<file path="src/rtl/reg_file_pkg.sv">
// Shared definitions for the general-purpose register file.
// Reserved register indices and default widths live here.
package reg_file_pkg;

  localparam int unsigned DATA_W_DEFAULT = 32;
  localparam int unsigned ADDR_W_DEFAULT = 5;

  localparam int unsigned REG_ZERO = 0;
  localparam int unsigned REG_RA   = 31;

  typedef logic [ADDR_W_DEFAULT-1:0] reg_idx_t;
  typedef logic [DATA_W_DEFAULT-1:0] data_word_t;

endpackage

</file>
<file path="src/rtl/reg_file_rd_port.sv">
// One combinational read port: forces register 0 to zero and, when
// REG_FILE_BYPASS_EN is defined, forwards same-cycle write data.
module reg_file_rd_port
  import reg_file_pkg::*;
#(
  parameter int unsigned DATA_W = DATA_W_DEFAULT,
  parameter int unsigned ADDR_W = ADDR_W_DEFAULT
) (
  input  logic [ADDR_W-1:0] raddr_i,
  input  logic [DATA_W-1:0] stored_i,
  input  logic              we_i,
  input  logic [ADDR_W-1:0] waddr_i,
  input  logic [DATA_W-1:0] wdata_i,
  output logic [DATA_W-1:0] rdata_o
);

  logic rd_zero;
  assign rd_zero = (raddr_i == ADDR_W'(REG_ZERO));

`ifdef REG_FILE_BYPASS_EN
  logic fwd_hit;
  assign fwd_hit = we_i && (waddr_i != ADDR_W'(REG_ZERO)) && (waddr_i == raddr_i);

  always_comb begin
    rdata_o = stored_i;
    if (rd_zero) begin
      rdata_o = '0;
    end else if (fwd_hit) begin
      rdata_o = wdata_i;
    end
  end
`else
  // Write-port inputs only matter when forwarding is compiled in.
  logic unused_wr;
  assign unused_wr = ^{we_i, waddr_i, wdata_i};

  always_comb begin
    rdata_o = stored_i;
    if (rd_zero) begin
      rdata_o = '0;
    end
  end
`endif

endmodule

</file>
<file path="src/rtl/reg_file.sv">
// 32 x 32 register file: two combinational read ports, one synchronous write
// port, register 0 hardwired to zero. Optional bypass via REG_FILE_BYPASS_EN.
module reg_file
  import reg_file_pkg::*;
#(
  parameter int unsigned DATA_W = DATA_W_DEFAULT,
  parameter int unsigned ADDR_W = ADDR_W_DEFAULT
) (
  input  logic              clk,
  input  logic              rst_n,
  input  logic [ADDR_W-1:0] raddr1,
  input  logic [ADDR_W-1:0] raddr2,
  output logic [DATA_W-1:0] rdata1,
  output logic [DATA_W-1:0] rdata2,
  input  logic              we,
  input  logic [ADDR_W-1:0] waddr,
  input  logic [DATA_W-1:0] wdata,
  input  logic [ADDR_W-1:0] dbg_addr,
  output logic [DATA_W-1:0] dbg_data
);

  localparam int unsigned NREG = 2**ADDR_W;

  // Entry 0 has no storage; the read view below supplies its constant zero.
  logic [DATA_W-1:0] mem_q [1:NREG-1];
  logic [DATA_W-1:0] words [NREG];
  logic              wr_en;

  assign wr_en = we && (waddr != ADDR_W'(REG_ZERO));

  always_ff @(posedge clk or negedge rst_n) begin
    if (!rst_n) begin
      for (int unsigned i = 1; i < NREG; i++) begin
        mem_q[i] <= '0;
      end
    end else if (wr_en) begin
      mem_q[waddr] <= wdata;
    end
  end

  always_comb begin
    words[0] = '0;
    for (int unsigned i = 1; i < NREG; i++) begin
      words[i] = mem_q[i];
    end
  end

  reg_file_rd_port #(
    .DATA_W (DATA_W),
    .ADDR_W (ADDR_W)
  ) u_rd_port1 (
    .raddr_i  (raddr1),
    .stored_i (words[raddr1]),
    .we_i     (we),
    .waddr_i  (waddr),
    .wdata_i  (wdata),
    .rdata_o  (rdata1)
  );

  reg_file_rd_port #(
    .DATA_W (DATA_W),
    .ADDR_W (ADDR_W)
  ) u_rd_port2 (
    .raddr_i  (raddr2),
    .stored_i (words[raddr2]),
    .we_i     (we),
    .waddr_i  (waddr),
    .wdata_i  (wdata),
    .rdata_o  (rdata2)
  );

  assign dbg_data = words[dbg_addr];

endmodule

</file>
<file path="config.mk">
export PLATFORM = sky130hd
export DESIGN_NAME = reg_file
export DESIGN_NICKNAME = d
export VERILOG_FILES = /design/src/rtl/reg_file_pkg.sv /design/src/rtl/reg_file_rd_port.sv /design/src/rtl/reg_file.sv
export SDC_FILE = /design/constraint.sdc
export NUM_CORES = 2
export LEC_CHECK = 0
export BUFFER_PORTS_ARGS = -buffer_cell sky130_fd_sc_hd__buf_2
export CORE_ASPECT_RATIO = 1.5
export CORE_UTILIZATION = 32
export CTS_BUF_LIST = sky130_fd_sc_hd__clkbuf_16
export DETAILED_ROUTE_END_ITERATION = 12
export HOLD_SLACK_MARGIN = 0.05
export MAX_ROUTING_LAYER = met4
export REMOVE_ABC_BUFFERS = 1
export SYNTH_ARGS = -nofsm -noshare
export SYNTH_HDL_FRONTEND = slang
export SYNTH_SLANG_ARGS = --single-unit
</file>
<file path="constraint.sdc">
create_clock -name clk -period 5.9 [get_ports clk]
set_clock_uncertainty 0.1 [all_clocks]
set_input_delay 1.18 -clock clk [delete_from_list [all_inputs] [get_ports clk]]
set_output_delay 1.18 -clock clk [all_outputs]
set_load 0.1 [all_outputs]
</file>
==> impl_results.md <==
* Largest Register: mem_q
* Critical path fanouts, max at 49
* CP endpoint: rdata2[23]
* GRT Util Overall at 0.234
* Status: completed
* Share of the synthesized area in the top cell type at 0.404
* RR Endpoint: mem_q[628]
* # hold bufs at CTS at 0
* Reg2reg path depth at 1
* Startpoint types: input pin
* Crit path buffers/inverters at 5
* Clock sinks at 992
* Reg clk slew, reported paths at 0.07 ns
* DRC Markers at 0
* Mapped Area at 61500 um^2
* Post-Synthesis Cells at 4506
* Most common cell after layout, fill and taps aside: mux2_2
* Seq pwr share at 0.419
* Proportion of layout cells with a drive suffix above 1 at 0.492
* FMAX at 196 MHz
* Initial DRT Pass Iterations at 5
* RePlAce Congestion at 0.876
* H-tree levels at 3
* CTS tree: done
* Worst R2R Start: mem_q[628]
* Crit path capture type: primary output
* Final wirelength at 223000 um
* FF-to-FF setup slack at 4.96 ns
* Yosys reg bits at 992
* Detailed placer's ending HPWL at 139000 um
* Root Buffer: clkbuf_16
* Sequential element share of the synthesized area at 0.404
* Num CTS Buffers at 97
* Yosys cell types at 44
* Least-Margin Pin Slew at 1.44 ns
* # placed instances at 6816
* Placed Area at 65600 um^2
* Initial antenna violation count at 23
* I/O pins at 151
* Critical Path RT at 4.62 ns
* Worst-path cell chain: buf_8 -> buf_12 -> buf_4 -> buf_4 -> mux4_2 -> nor2_1 -> a21oi_1 -> a21oi_1 -> o21ai_0 -> buf_12
* Hold Path Class: in2async
* Core area at 191000 um^2
* Design internal power at 15000 uW
* Synth warn at 0
* Min cycle time layout at 5.11 ns
* Setup CP Type: in2out
* Starting DRC count in detailed routing at 3950
* ANT nets after route at 0
* Crit path largest cell delay at 0.51 ns
* Leak at 0.0288 uW
* Nets at 4495
* Largest cells by area after synthesis: dfrtp_1, mux4_2, mux2_2
* Mean post-synth cell area at 13.6 um^2
* Vias/cell at 6.18
* NetSw at 7570 uW
* Critical path arrival at 3.83 ns
* Crit-path leading delay family: buffers and inverters
* VDD IR max at 0.247 mV
* Synth area leader: dfrtp_1
* RSZ-0062 raised after global routing: no
* CTS-repair resized insts at 0
* Initial core utilization at 0.323
* Maxcap violations at 0
* Final Cell Area at 68900 um^2
* Biggest regs: mem_q x992
* Slowest CP cell: mux4_2
* Wire per inst at 31.8 um
* Via count at 43300
* FP Rows at 196
* Ratio of total power to cell area at 328 nW/um^2
* Most frequent cells in the layout: mux2_2, dfrtp_1, mux4_2
* Number of flip-flops in the largest register at 992
* Area Growth Syn to Fin at 12.1%
* DIE AREA at 194000 um^2
* Worst-skew pair later-pin latency at 0.72 ns
* Comb power frac at 0.293
* First-pass GRT wire length at 325000 um
* IO Port Bufs at 150
* Clock network power share at 0.288
* Die H at 539 um
* Final hold viol count at 0
* Worst setup path start: raddr2[1]
* Synth async-reset ratio at 1.00
* Predominant post-synthesis flop cell: dfrtp_1
* Worst rel slew slack at 0.0366
* Die Wd at 360 um
* # setup viols final at 0
* Total grt overflow at 0
* Vias in the first global route at 45100
* Sw frac at 0.335
* Fin cells at 7012
* Period utilisation layout at 0.866
* Fin. max-slew vios at 0
* Largest net degree at the start of global routing at 161
* Post-synth EDFFs at 0
* CTS max path bufs at 3
* Setup repair bufs after CTS at 0
* Crit. path cell count at 10
==> cells by family after synthesis <==
kind of cell	after synthesis	share of synthesized area
multiplexers	1933	0.461
flip-flops	992	0.404
AO/OA/AOI/OAI	561	0.0595
AND/OR/NAND/NOR	518	0.0368
buffers and inverters	502	0.0391
==> layer usage <==
layer / track usage / share of wire
met1: 0.274 / 0.37
met2: 0.378 / 0.49
met3: 0.0412 / 0.071
met4: 0.137 / 0.066
met5: - / 0
==> layout make-up <==
type                            count  area, um^2
Fill cell                       18200      122000
Multi-Input combinational cell   3012       34500
Sequential cell                   992       24800
Timing Repair Buffer              332        3210
Tap cell                         2475        3100
Clock buffer                       98        2450
Clock inverter                     82         758
Antenna cell                       16        40.0
Inverter                            5        21.3
==> how the worst min path moves through the flow <==
stage,depth (start not counted),to
final,1,mem_q[782]
after global routing,1,mem_q[782]
after global placement,1,mem_q[612]
after floorplan,1,mem_q[610]
after CTS,1,mem_q[782]
after detailed placement,1,mem_q[636]
==> cells in the mapped netlist (all sizes together) (3+ instances only) <==
cell	n
mux2	1100
dfrtp	992
mux4	607
nand2	276
buf	274
mux2i	226
clkbuf	223
a21oi	144
o21ai	125
nor2	96
a22o	60
a22oi	60
nor2b	45
o211ai	41
nand3	39
a221oi	35
nor3	35
o22ai	32
o31ai	30
o221ai	21
nand3b	8
nand2b	7
nor3b	4
a2111oi	3
a41oi	3
inv	3
==> power groups by stage <==
stage / Clock, uW / Sequential, uW / Combinational, uW
2_1_floorplan: 0 / 9060 / 4750
3_3_place_gp: 0 / 9460 / 6510
3_5_place_dp: 0 / 9560 / 6610
4_1_cts: 6600 / 9440 / 6630
5_1_grt: 6860 / 9670 / 6980
6_report: 6500 / 9470 / 6620
==> metrics by stage <==
stage               utilization  TNS, ns  setup WS (ns)  hold slack, ns  power, uW
floorplan                     -   -16.03         -0.512           0.387      13800
global placement          0.344        0          0.816           0.407      16000
CTS                       0.361        0          0.807           0.373      22700
global route              0.361        0          0.720           0.389      23500
finish                    0.361        0          0.790           0.346      22600
detailed placement        0.344        0          0.803           0.418      16200
Note: power is estimated with default switching activity, not from simulation.
